$ cat src/rtl/serial_frame_receiver.sv
// Serial frame receiver: start bit, DATA_W data bits LSB first, even parity, stop.
// Ports: clk, rst (async high), sin, en (bit strobe) -> data, valid, perr, ferr, busy.
module serial_frame_receiver #(
    parameter int DATA_W = 8
) (
    input  logic              clk,
    input  logic              rst,
    input  logic              sin,
    input  logic              en,
    output logic [DATA_W-1:0] data,
    output logic              valid,
    output logic              perr,
    output logic              ferr,
    output logic              busy
);

    localparam int CW = $clog2(DATA_W + 1);

    typedef enum logic [1:0] {
        IDLE,
        DATA,
        PAR,
        STOP
    } state_t;

    state_t            state_q;
    state_t            state_d;
    logic [CW-1:0]     count_q;
    logic [DATA_W-1:0] shift_q;
    logic [DATA_W-1:0] shift_d;
    logic              par_q;
    logic [DATA_W-1:0] data_q;
    logic              perr_q;
    logic              valid_q;
    logic              ferr_q;
    logic              last_bit;

    assign last_bit = (count_q == CW'(DATA_W - 1));

    always_ff @(posedge clk or posedge rst) begin
        if (rst) begin
            state_q <= IDLE;
        end else begin
            state_q <= state_d;
        end
    end

    always_comb begin
        state_d = state_q;
        if (en) begin
            unique case (state_q)
                IDLE: if (!sin) state_d = DATA;
                DATA: if (last_bit) state_d = PAR;
                PAR:  state_d = STOP;
                STOP: state_d = IDLE;
                default: state_d = IDLE;
            endcase
        end
    end

    // Place the incoming bit at the position selected by the counter.
    always_comb begin
        shift_d = shift_q;
        for (int i = 0; i < DATA_W; i++) begin
            if (count_q == CW'(i)) shift_d[i] = sin;
        end
    end

    always_ff @(posedge clk or posedge rst) begin
        if (rst) begin
            count_q <= '0;
            shift_q <= '0;
            par_q   <= 1'b0;
            data_q  <= '0;
            perr_q  <= 1'b0;
            valid_q <= 1'b0;
            ferr_q  <= 1'b0;
        end else begin
            valid_q <= 1'b0;
            ferr_q  <= 1'b0;
            if (en) begin
                unique case (state_q)
                    IDLE: if (!sin) count_q <= '0;
                    DATA: begin
                        shift_q <= shift_d;
                        count_q <= count_q + CW'(1);
                    end
                    // Even parity: data bits plus parity bit must XOR to 0.
                    PAR: par_q <= (^shift_q) ^ sin;
                    STOP: begin
                        if (sin) begin
                            data_q  <= shift_q;
                            perr_q  <= par_q;
                            valid_q <= 1'b1;
                        end else begin
                            ferr_q  <= 1'b1;
                        end
                    end
                    default: ;
                endcase
            end
        end
    end

    always_comb begin
        busy  = (state_q != IDLE);
        data  = data_q;
        valid = valid_q;
        perr  = perr_q;
        ferr  = ferr_q;
    end

endmodule

$ cat config.mk
export PLATFORM = sky130hd
export DESIGN_NAME = serial_frame_receiver
export DESIGN_NICKNAME = d
export VERILOG_FILES = /design/src/rtl/serial_frame_receiver.sv
export SDC_FILE = /design/constraint.sdc
export NUM_CORES = 1
export LEC_CHECK = 0
export BUFFER_PORTS_ARGS = -buffer_cell sky130_fd_sc_hd__buf_4
export CAP_MARGIN = 40
export CORE_UTILIZATION = 56
export DETAILED_ROUTE_END_ITERATION = 8
export PLACE_DENSITY = 0.77
export SETUP_SLACK_MARGIN = 0.5
export SYNTH_ARGS = -nofsm -noshare
export SYNTH_HDL_FRONTEND = slang
export SYNTH_SLANG_ARGS = --single-unit
$ cat constraint.sdc
create_clock -name clk -period 1.7 [get_ports clk]
set_input_delay 0.17 -clock clk [delete_from_list [all_inputs] [get_ports clk]]
set_output_delay 0.17 -clock clk [all_outputs]
set_load 0.03 [all_outputs]
==> impl_metrics.env <==
export IMPL_final_area_mm2=0.00167
export IMPL_worst_skew_pair_late_latency_ns=0.30
export IMPL_antenna_found_initial=0
export IMPL_synth_async_sr_flop_share=1.00
export IMPL_drc=0
export IMPL_worstSetupStartpointType="flop"
export IMPL_globalplace_congestion=0.774
export IMPL_slew_headroom=0.783
export IMPL_cts_max_level=1
export IMPL_port_buffers=15
export IMPL_cts_root_buf="clkbuf_4"
export IMPL_num_rows=17
export IMPL_routed_via_density=5.12
export IMPL_drt_iter0_markers=9
export IMPL_yosys_area_top_type="dfrtp_1"
export IMPL_critPathCaptureType="flop"
export IMPL_area_growth_pct=26.1
export IMPL_synth_top_area_share=0.491
export IMPL_ioPinCount=16
export IMPL_drive_above_1_share=0.468
export IMPL_final_cells=167
export IMPL_die_area_mm2=0.00257
export IMPL_core_mm2=0.00221
export IMPL_hold_class="input pin to flop"
export IMPL_post_route_util=0.756
export IMPL_clk_pin_slew_ns=0.14
export IMPL_netlist_instances=109
export IMPL_grt_max_degree=27
export IMPL_power_ir_vdd_worst_uv=1260
export IMPL_cap_violations=0
export IMPL_ys_flop_type="dfrtp_1"
export IMPL_status="finished clean"
export IMPL_grt_usage=0.191
export IMPL_yosys_warnings=0
export IMPL_hold_viol_final=0
export IMPL_finalNetCount=153
export IMPL_tightest_slew_ns=0.326
export IMPL_rsz0062_at_grt="true"
export IMPL_crit_fanout=4
export IMPL_synth_area_top_cells="dfrtp_1, mux2_2, ha_1"
export IMPL_cp_data_arrival_time_ns=1.68
export IMPL_ys_ff_latch=26
export IMPL_chipHeight_um=50.7
export IMPL_drv_slew=0
export IMPL_ys_types=24
export IMPL_fillers=157
export IMPL_synth_edff_count=0
export IMPL_routedWlPerCell_um=13.5
export IMPL_synthTopCellsByCount="dfrtp_1, nand2_1, mux2_2"
export IMPL_grt_overflow_total=0
export IMPL_setup_tns_ns=0
export IMPL_skew_ns=0.00544
export IMPL_drt_total_wl_um=2250
export IMPL_grt_pass1_vias=806
export IMPL_cts_tree="built"
export IMPL_cts_made_buffers=3
export IMPL_required_ns=1.91
export IMPL_p_leak_nw=0.830
export IMPL_dp_cells=151
export IMPL_detailed_place_area_mm2=0.00150
export IMPL_crit_type="flop to flop"
export IMPL_hpwl_um=1510
export IMPL_final_min_clock_period_ns=1.48
export IMPL_max_freq_mhz=677
export IMPL_yosysMostFrequentCell="dfrtp_1"
export IMPL_start_util=0.600
export IMPL_power_density_mw_per_mm2=1900
export IMPL_synthesis_area_mm2=0.00133
export IMPL_cts_num_sinks=26
export IMPL_grt_first_pass_wirelength_um=3590
export IMPL_setup_violations=0
export IMPL_seq_area_frac_synth=0.491
export IMPL_via_count=855
export IMPL_die_w_um=50.7
export IMPL_syn_avg_cell_area_um2=12.2
export IMPL_antenna_cells=0
export IMPL_firstDrtPassIters=4
export IMPL_ant_nets=0
export IMPL_clockBufferDepth=2
export IMPL_fin_crit_sh=0.869
export IMPL_syn_nets=122
## state kept, by name (all words and copies together) (netlist names)
register and count:
count_q 4, data 8, ferr 1, par_q 1, perr 1, shift_q 8, state_q 2, valid 1
## metrics by stage
| stage | hold WS (ns) | setup WS (ns) | power (mW) |
|---|---|---|---|
| final | 0.154 | 0.224 | 3.18 |
| after global routing | 0.128 | 0.149 | 3.38 |
| after CTS | 0.124 | 0.240 | 3.12 |
| after detailed placement | 0.253 | 0.173 | 2.59 |
| after global placement | 0.246 | 0.198 | 2.53 |
| after floorplan | 0.210 | 0.281 | 2.20 |
## cell type report
cell class	count	area, um^2	share of cell area
clock buffer	4	36.3	0.0217
sequential	26	651	0.389
multi-input combinational	73	702	0.420
inverter	8	32.5	0.0194
timing repair buffer	28	216	0.129
tap	28	35.0	0.0209
## final timing paths
kind	start	end	slack (ns)	cells past startpoint
max	state_q[1]	state_q[1]	0.22	7
min	sin	ferr	0.15	2
max reg2reg	state_q[1]	state_q[1]	0.22	7
min reg2reg	par_q	par_q	0.50	2
max in group asynchronous	rst	data[0]	1.00	4
min in group asynchronous	rst	perr	0.45	4
## cells by family after synthesis
group | share of synthesized area
simple gates | 0.108
flops | 0.491
mux | 0.179
compound gates | 0.0491
buf+inv | 0.0311
fa+ha+maj | 0.0849
xor+xnor | 0.0566
## routing by layer
layer	GRT usage	vias up	share of wire
met1	0.239	411	0.47
met4	0.0602	0	0.019
met5	0	-	0
met3	0.0303	4	0.023
li1	-	426	-
met2	0.336	14	0.49
## placed cells by master, fill, tap and decap left out, types with 2 or more instances in the layout
master / synthesis / routed
ha_1: 9 / 6
inv_2: 0 / 2
o21ai_0: 5 / 3
nand2_1: 15 / 14
nand3_1: 4 / 4
nor2_1: 3 / 3
xnor2_1: 4 / 3
mux2_4: 4 / 5
dfrtp_1: 26 / 26
mux2_2: 14 / 13
inv_1: 8 / 5
a22o_1: 2 / 2
mux2i_1: 2 / 2
buf_4: 1 / 26
clkbuf_4: 0 / 3
ha_4: 0 / 2
## report_power, final
group	total [mW]	internal [mW]	switching [mW]
clock	0.300	0.130	0.169
sequential	1.10	0.876	0.224
combinational	1.78	0.956	0.826
## critical path, cell delays in order, from the launching register on
cell and delay, ns:
dfrtp_1 0.39, inv_2 0.06, buf_4 0.14, ha_4 0.18, nand2_2 0.07, nand2_1 0.07
a21oi_2 0.15, mux2_4 0.31
## timing repair
item	CTS	global route
hold buffers	1	0
hold endpoints to repair	26	0
pin swaps	2	6
buffers inserted	8	3
resized for setup	10	2
endpoints found under the setup margin	25	25
Note: power is estimated with default switching activity, not from simulation.
